===== src/rtl/fir_inverse_filter.sv =====
// Receive-side deconvolver undoing the 4-tap forward FIR with one shared multiplier.
// Optional sticky saturation flag (ports clr_ovf/ovf) enabled by defining OVF_STICKY_EN.
module fir_inverse_filter #(
  parameter logic signed [7:0] H1       = 8'sd2,
  parameter logic signed [7:0] H2       = 8'sd3,
  parameter logic signed [7:0] H3       = 8'sd4,
  parameter int unsigned       H0_SHIFT = 0
) (
  input  logic        clk,
  input  logic        reset,
  input  logic [15:0] y_in,
  input  logic        in_valid,
  output logic        in_ready,
  output logic [7:0]  x_out,
  output logic        out_valid,
  input  logic        out_ready
`ifdef OVF_STICKY_EN
  ,
  input  logic        clr_ovf,
  output logic        ovf
`endif
);

  typedef enum logic [1:0] {
    IDLE = 2'd0,
    MAC  = 2'd1,
    DONE = 2'd2,
    OUT  = 2'd3
  } state_e;

  state_e             state_q;
  logic signed [19:0] acc_q;
  logic        [1:0]  tap_q;
  logic signed [7:0]  xh1_q;
  logic signed [7:0]  xh2_q;
  logic signed [7:0]  xh3_q;
  logic        [7:0]  x_out_q;
  logic               out_valid_q;
  logic               in_ready_q;

  logic signed [7:0]  coef_s;
  logic signed [7:0]  hist_s;
  logic signed [15:0] prod_s;
  logic signed [19:0] prod_ext_s;
  logic signed [19:0] shift_s;
  logic signed [7:0]  sat_s;
  logic               sat_hit_s;

  // Tap select feeding the single time-shared multiplier
  always_comb begin
    coef_s = 8'sd0;
    hist_s = 8'sd0;
    case (tap_q)
      2'd1: begin
        coef_s = H1;
        hist_s = xh1_q;
      end
      2'd2: begin
        coef_s = H2;
        hist_s = xh2_q;
      end
      2'd3: begin
        coef_s = H3;
        hist_s = xh3_q;
      end
      default: begin
        coef_s = 8'sd0;
        hist_s = 8'sd0;
      end
    endcase
  end

  assign prod_s     = coef_s * hist_s;
  assign prod_ext_s = {{4{prod_s[15]}}, prod_s};
  assign shift_s    = acc_q >>> H0_SHIFT;

  // Clip the scaled accumulator into the 8-bit output range
  always_comb begin
    sat_s     = shift_s[7:0];
    sat_hit_s = 1'b0;
    if (shift_s > 20'sd127) begin
      sat_s     = 8'sd127;
      sat_hit_s = 1'b1;
    end else if (shift_s < -20'sd128) begin
      sat_s     = -8'sd128;
      sat_hit_s = 1'b1;
    end else begin
      sat_s     = shift_s[7:0];
      sat_hit_s = 1'b0;
    end
  end

  // Control FSM together with datapath and registered handshake outputs
  always_ff @(posedge clk or posedge reset) begin
    if (reset) begin
      state_q     <= IDLE;
      acc_q       <= 20'sd0;
      tap_q       <= 2'd0;
      xh1_q       <= 8'sd0;
      xh2_q       <= 8'sd0;
      xh3_q       <= 8'sd0;
      x_out_q     <= 8'd0;
      out_valid_q <= 1'b0;
      in_ready_q  <= 1'b1;
    end else begin
      case (state_q)
        IDLE: begin
          if (in_valid) begin
            acc_q      <= {{4{y_in[15]}}, y_in};
            tap_q      <= 2'd1;
            in_ready_q <= 1'b0;
            state_q    <= MAC;
          end
        end
        MAC: begin
          acc_q <= acc_q - prod_ext_s;
          if (tap_q == 2'd3) begin
            tap_q   <= 2'd0;
            state_q <= DONE;
          end else begin
            tap_q <= tap_q + 2'd1;
          end
        end
        DONE: begin
          // The clipped value, not the raw one, becomes the new history
          x_out_q     <= sat_s;
          out_valid_q <= 1'b1;
          xh1_q       <= sat_s;
          xh2_q       <= xh1_q;
          xh3_q       <= xh2_q;
          state_q     <= OUT;
        end
        OUT: begin
          if (out_ready) begin
            out_valid_q <= 1'b0;
            in_ready_q  <= 1'b1;
            state_q     <= IDLE;
          end
        end
        default: begin
          state_q     <= IDLE;
          tap_q       <= 2'd0;
          out_valid_q <= 1'b0;
          in_ready_q  <= 1'b1;
        end
      endcase
    end
  end

  assign in_ready  = in_ready_q;
  assign x_out     = x_out_q;
  assign out_valid = out_valid_q;

`ifdef OVF_STICKY_EN
  logic ovf_q;

  // Sticky flag: a saturation in DONE takes priority over a clear
  always_ff @(posedge clk or posedge reset) begin
    if (reset) begin
      ovf_q <= 1'b0;
    end else if ((state_q == DONE) && sat_hit_s) begin
      ovf_q <= 1'b1;
    end else if (clr_ovf) begin
      ovf_q <= 1'b0;
    end else begin
      ovf_q <= ovf_q;
    end
  end

  assign ovf = ovf_q;
`endif

endmodule


===== config.mk =====
export PLATFORM = sky130hd
export DESIGN_NAME = fir_inverse_filter
export DESIGN_NICKNAME = d
export VERILOG_FILES = /design/src/rtl/fir_inverse_filter.sv
export SDC_FILE = /design/constraint.sdc
export NUM_CORES = 1
export LEC_CHECK = 0
export CAP_MARGIN = 20
export CORE_MARGIN = 2
export CORE_UTILIZATION = 50
export CTS_CLUSTER_SIZE = 8
export DETAILED_ROUTE_END_ITERATION = 7
export MAX_ROUTING_LAYER = met4
export PLACE_DENSITY = 0.69
export SLEW_MARGIN = 20
export SYNTH_ARGS = -nofsm -noshare
export SYNTH_HDL_FRONTEND = slang
export SYNTH_SLANG_ARGS = --single-unit

===== constraint.sdc =====
create_clock -name clk -period 9.35 [get_ports clk]
set_input_delay 0.935 -clock clk [delete_from_list [all_inputs] [get_ports clk]]
set_output_delay 0.935 -clock clk [all_outputs]
set_load 0.02 [all_outputs]

==> results.txt, run 1 <==
- The run finished with clean final reports.
- Wire segments on met2 add up to around 5200 microns in the final route.
- The area growth from synthesis to layout is 10.1%.
* Setup Buffers After CTS: 0
- After detailed routing, no signal wire sits above met4.
* Maximum number of buffers from clock root to sink: 2
- Total number of nets in the final design: 640
- CTS sink cnt: 50
* Final clock period utilization by the worst path: between 50% and 60%
- The max-slew violation count came to 0.
- In this design, the largest share of critical-path delay is due to adder cells.
- Of the post-synthesis cell area, the dominant cell type holds 26.1%.
- Crit path buf inv count: 3
* # resized after CTS: 0
- The region available for standard cell placement spans just over 9000 sq um.
- In this run, CTS created clock tree buffers numbering 5.
* Most frequent cell after synthesis: sky130_fd_sc_hd__inv_1
- Synthesized instance count: roughly 520
- The worst setup path is captured at a register.
- Compound-cell area share of the yosys netlist: a little under a fifth
* Sum of routed wire length over all layers: between 10,000 and 15,000 microns
- The clock tree synthesis step divided the H-tree into 2 levels.
* DIE HEIGHT: about 100 microns
* Mux cell area share after synthesis: 4.26%
- Critical path type: reg -> reg
* Width of the chip: 101 microns
- The congestion estimate from routability-driven global placement came to around 1.
- Top post-synthesis cells by count: 86 x sky130_fd_sc_hd__inv_1, 49 x sky130_fd_sc_hd__dfrtp_1, 48 x sky130_fd_sc_hd__ha_1
- Hold buffer count at CTS: 0
- Biggest area consumer among synthesized cells: sky130_fd_sc_hd__dfrtp_1
* Port Buffer Count: 29
* Final global-route overflow total: 0
- Global routing used 25.0% of the available tracks.
- For this run, the top clock speed supported by timing is 0.191 GHz.
- After layout, the minimum clock period comes to approximately 5.2 ns.
* Non-filler cells, final: 650
- Setup repair after global routing left no endpoint under its margin.
- The worst pin sits at a relative slew slack of roughly 42%.
- Register area share after synthesis: a little over a quarter
- Share of cells above drive strength 1: between 5 and 6%
* Number of design rule violations left after detail routing: 0
* Worst setup skew after layout: between 0.015 and 0.02 ns
- Detailed routing placed a total of approximately 580 microns of wire on met3.
- Adder-cell share of the synthesized area: between 20 and 30%
- The number of placed instances, taps included, is between 600 and 700.
* Number of storage elements in the synthesis netlist: 50
- Final Hold Violating Endpoints: 0
- Area contributors post-synth: sky130_fd_sc_hd__dfrtp_1 26%, sky130_fd_sc_hd__fa_1 14%, sky130_fd_sc_hd__ha_1 13%
* Worst-skew pair later-pin latency: approximately 0.32 ns
* Slew @ Worst Pin: 0.873 ns
- Final antenna diode count: 0
* DR vias/cell: 5.86
- Data on the critical path is required at its endpoint by 9.54 ns.
- Post-route setup TNS: 0 ns
* Number of endpoints failing setup at the final stage: 0
- Cell area after synthesis: ~4700 sq um
- For this design the top-level I/O count stands at 30.
- The synthesized netlist devotes a little over a tenth of its cell area to simple gates.
- Die Footprint: just over 10,000 sq um
* Worst hold path type: reg -> reg
- Across the run, the number of max-cap violations was 0.
- After detailed routing, the wire length on met1 is 5440 microns.
- Antenna Nets Post-Route: 0
- For the worst setup path, the data arrival time is about 5.4 ns.
* Pre-Repair DR Iteration Count: 5
- Main flop type after synthesis: sky130_fd_sc_hd__dfrtp_1
- On the worst path, the slowest cell contributes a delay of 0.55 ns.
- Mean Syn Cell Area: about 9 sq um
- TritonCTS built the clock tree.
* DRC violation total after the first TritonRoute iteration: 313
- Number of antenna violations at the first check in global routing: 0
- The via count of the first global-routing pass came to roughly 3,800.
- STA classifies the critical path startpoint as a register.
- Yosys mapped the design onto between 50 and 60 distinct sky130hd cell types.
- Entering global routing, the biggest net connects a little over 50 pins.
* Synthesis Warnings: 0
- Of all nets on the critical path, the largest fanout is 9.
- Routed wirelength normalized by instance count: between 15 and 20 microns
- The routed layout has around 3,800 vias.
- The synthesized design contains 0 enable-type register cells.
- The first global-routing pass estimated about 19,000 microns of wire.
- Walking the worst path, the cells encountered are inv_1 > ha_1 > a222oi_1 > nor2_1 > nand2_1 > inv_1 > fa_1 > ha_1 > fa_1 > inv_1 > ha_1 > a21o_1 > a21o_1 > a21o_1 > a31o_1 > a41oi_1 > xor2_1 > a21oi_1.
* Synth Area in XOR/XNOR: slightly below 4%
* Site Rows: 35
* Cell type of the slowest stage on the worst timing path: sky130_fd_sc_hd__fa_1
- The root buffer cell chosen for the clock tree is sky130_fd_sc_hd__clkbuf_8.
- Counting flops with an async set or reset pin after synthesis yields a share of 100%.
- Total nets after synthesis: 617
- By area, the combinational part of the netlist is dominated by adder cells.
- After clock tree synthesis, the clock-pin slew on the worst setup and hold paths is between 0.1 and 0.15 ns.
- For this configuration, the core starts out at a cell density of 51.1%.
- Summed over all nets, the half-perimeter wirelength after detailed placement is between 8000 and 9000 microns.
[layer usage]
layer	vias to the layer above	GRT usage [%]
met5	-	-
met4	0	5.41
met3	17	3.47
met1	1844	35.3
met2	123	38.6
li1	1825	-
[cell families (layout without fill, tap and decap cells)]
family | after synthesis | count (layout)
AO/OA/AOI/OAI | 131 | 131
XOR/XNOR | 21 | 21
adder cells (fa/ha/maj) | 82 | 82
buffers and inverters | 103 | 127
flip-flops | 50 | 50
multiplexers | 18 | 18
AND/OR/NAND/NOR | 110 | 110
[cells in the final DEF, fill, tap and decap left out, types with 11 or more instances in the layout]
cell,n
sky130_fd_sc_hd__inv_1,85
sky130_fd_sc_hd__dfrtp_1,49
sky130_fd_sc_hd__ha_1,47
sky130_fd_sc_hd__fa_1,34
sky130_fd_sc_hd__a21oi_1,33
sky130_fd_sc_hd__nand2_1,33
sky130_fd_sc_hd__nor2_1,33
sky130_fd_sc_hd__clkdlybuf4s50_1,29
sky130_fd_sc_hd__o22ai_1,21
sky130_fd_sc_hd__o21ai_1,15
sky130_fd_sc_hd__nor3_1,12
sky130_fd_sc_hd__o21ai_0,12
sky130_fd_sc_hd__xnor2_1,11
[registers in the layout, indices dropped and copies added (netlist names)]
signal and count:
xh3_q 8, in_ready 1, state_q 2, tap_q 2, acc_q 20, xh2_q 8
x_out 8, out_valid 1
[area by class of cell]
class | count | area [sq um]
multi-input cells | 362 | 3050
clock buffers | 5 | 68.8
repair buffers | 32 | 313
flip-flops and latches | 50 | 1250
fillers | 825 | 4030
well taps | 111 | 139
clock inverters | 3 | 21.3
inverters | 87 | 327
[path summary, 6_finish.rpt]
| path | from | end | slack (ns) | depth (start not counted) |
|---|---|---|---|---|
| max | tap_q[0] | acc_q[18] | 4.10 | 18 |
| min | xh3_q[1] | xh3_q[1] | 0.50 | 1 |
| max reg2reg | tap_q[0] | acc_q[18] | 4.10 | 18 |
| min reg2reg | xh3_q[1] | xh3_q[1] | 0.50 | 1 |
| max in group asynchronous | reset | xh3_q[0] | 7.78 | 3 |
| min in group asynchronous | reset | acc_q[9] | 1.12 | 3 |
[per-stage QoR]
stage / hold WS (ns) / area, sq um / utilization [%] / setup WS (ns)
global route: 0.527 / 5170 / 56.2 / 3.77
global placement: 0.466 / 5080 / 55.2 / 4.32
detailed placement: 0.479 / 5080 / 55.2 / 4.20
finish: 0.502 / 5170 / 56.2 / 4.10
floorplan: 0.457 / 4700 / - / 4.63
CTS: 0.505 / 5170 / 56.2 / 4.17
Power of run 1 is not shown: default switching activity piles up to over one toggle a cycle in this logic, so the estimate is an artifact.
==> run 2, diff against run 1 <==
- PLACE_DENSITY: 0.69 -> 0.72
- clock period: 9.35 -> 4.6 ns (I/O delays scaled with it)
==> results.txt, run 2 (same netlist as run 1, synthesis figures left out) <==
- After detailed routing, the number of vias per cell comes to roughly 6.0.
* Pre-Repair DR Iteration Count: 5
* H-Tree Depth: 2
* Antenna Nets Post-Route: 0
- Area added between synthesis and finish: 35.1%
- Total number of nets in the final design: 711
* Detailed placement HPWL: approximately 9300 microns
- Data arrives at the worst endpoint at between 4 and 5 ns.
- Across all hold checks on the routed design, the worst slack comes to about 0.51 ns.
- Worst-skew pair later-pin latency: ~0.33 ns
- Cell area after layout: roughly 6300 sq um
- Timing-limited maximum frequency: between 0.2 and 0.25 GHz
- Worst-case setup margin in the final layout: -0.174 ns
* Number of global-route vias before repair: 4,073
* Placed Instance Area: roughly 5300 sq um
- The register with the most flip-flops in the layout has 20 of them.
- At the worst endpoint, the required time is just under 5 ns.
- The final reports fail on negative setup slack.
- Placeable core region: around 9200 sq um
- Critical path type: reg -> reg
- Sum of routed wire length over all layers: 14,100 microns
- Width of the chip: roughly 100 microns
* # IOs: 30
* Share of cells above drive strength 1: 30.0%
* Routed wirelength normalized by instance count: 19.6 microns
- Number of antenna violations at the first check in global routing: 0
- Site Rows: 35
- Clock tree from TritonCTS: yes
- OpenSTA, run right after detailed placement, puts the worst setup slack at -0.288 ns.
- Entering global routing, the biggest net connects 51 pins.
- Rel. slew slack: just under 40%
- Maximum number of buffers from clock root to sink: 2
- Leading cell types in the layout, fill and taps excluded: 73 x sky130_fd_sc_hd__inv_1, 64 x sky130_fd_sc_hd__buf_4, 47 x sky130_fd_sc_hd__dfrtp_1, 33 x sky130_fd_sc_hd__fa_1, 31 x sky130_fd_sc_hd__nor2_1
- For this run, design rule violations remaining after detail routing come to 0.
- Final antenna diode count: 0
- DRC violation total after the first TritonRoute iteration: between 300 and 400
* Die Footprint: 10,200 sq um
* Placed cell count: roughly 670
- In this run, post-CTS hold repair placed 0 buffers.
- CTS sink cnt: 50
* Fin crit period: around 4.8 ns
- Clock transition at the registers of the reported paths: approximately 0.10 ns
- Leading cell type in the layout, fill and taps excluded: sky130_fd_sc_hd__inv_1
- Setup violations remaining at the end of the flow were counted as 5.
- At the pin with the least slew margin, the transition time is 0.902 ns.
- Type of destination of the critical path: register
- Number of cells on the worst reg-to-reg path: 19
- Final weighted congestion in routability-driven placement: between 0.9 and 1
* Final clock period utilization by the worst path: 104%
- Measured along the y axis, the die boundary spans between 100 and 150 microns.
- Most flop-heavy register: acc_q
- Counting instances, the worst hold path has a depth of 1.
- Fillers: 647
- Final Hold Violating Endpoints: 0
- The first global-routing pass estimated roughly 21,000 microns of wire.
- Setup repair after global routing could not meet its margin everywhere.
- Once layout is complete, the cells apart from fillers number ~720.
* Port Buffer Count: 29
- Gr usage total: between 20 and 30%
- Clock buffers created by TritonCTS: 5
- Worst hold path type: reg -> reg
* Vias after detailed routing: 4,290
- The worst setup path is launched from a register.
- Initial core utilization: around half
- The run finished, with violations left.
- Crit-path max FO: 6
- Worst setup skew after layout: 0.0126 ns
- The max-slew violation count came to 0.
- Cell at the root of the clock tree: sky130_fd_sc_hd__clkbuf_8
- Number of maximum-capacitance violations: 0
* Final global-route overflow total: 0
-- run 2: final cells by class --
class | count | area [sq um] | area share (%)
Inverter | 87 | 335 | 5.29
Timing Repair Buffer | 103 | 887 | 14.0
Sequential cell | 50 | 1250 | 19.8
Multi-Input combinational cell | 362 | 3640 | 57.4
Tap cell | 111 | 139 | 2.19
Clock inverter | 2 | 13.8 | 0.217
Clock buffer | 6 | 72.6 | 1.14
-- run 2: worst max-delay path, cell delays in order (launching register included) --
cell and delay (ns):
sky130_fd_sc_hd__dfrtp_2 0.48, sky130_fd_sc_hd__ha_4 0.19, sky130_fd_sc_hd__a222oi_1 0.45, sky130_fd_sc_hd__nor2_1 0.16
sky130_fd_sc_hd__nand2_2 0.13, sky130_fd_sc_hd__clkinvlp_4 0.17, sky130_fd_sc_hd__buf_6 0.16, sky130_fd_sc_hd__buf_6 0.12
sky130_fd_sc_hd__fa_1 0.58, sky130_fd_sc_hd__ha_4 0.22, sky130_fd_sc_hd__fa_1 0.53, sky130_fd_sc_hd__inv_2 0.05
sky130_fd_sc_hd__ha_4 0.23, sky130_fd_sc_hd__a21o_1 0.19, sky130_fd_sc_hd__a21o_1 0.18, sky130_fd_sc_hd__a21o_1 0.18
sky130_fd_sc_hd__a31o_1 0.20, sky130_fd_sc_hd__a41oi_2 0.19, sky130_fd_sc_hd__xor2_1 0.18, sky130_fd_sc_hd__a21oi_1 0.08
-- run 2: per-layer routing --
layer / wire length [microns] / track usage, %
met5: 0 / -
met4: 314 / 6.76
met3: 787 / 3.12
met1: 5940 / 36.8
met2: 7110 / 45.0
-- run 2: final timing paths --
path | from | end | slack [ns]
max in group asynchronous | reset | tap_q[1] | 3.42
worst max register to register | tap_q[1] | acc_q[18] | -0.17
worst min register to register | xh3_q[4] | xh3_q[4] | 0.51
worst min-delay path | xh3_q[4] | xh3_q[4] | 0.51
worst max-delay path | tap_q[1] | acc_q[18] | -0.17
min in group asynchronous | reset | acc_q[19] | 0.61
-- run 2: what timing repair did --
action,4_1_cts,5_1_grt
gates cloned,0,0
setup buffers,29,15
endpoints found under the setup margin,9,13
resized for setup,32,73
pin swaps,32,49
-- run 2: through the flow --
step / TNS (ns) / util, %
after CTS: -0.0427 / 63.3
after global placement: -0.455 / 58.0
final: -0.426 / 69.0
after detailed placement: -0.933 / 58.0
after global routing: -1.46 / 69.0
after floorplan: -0.00308 / -
Power of run 2 is left out for the same reason.
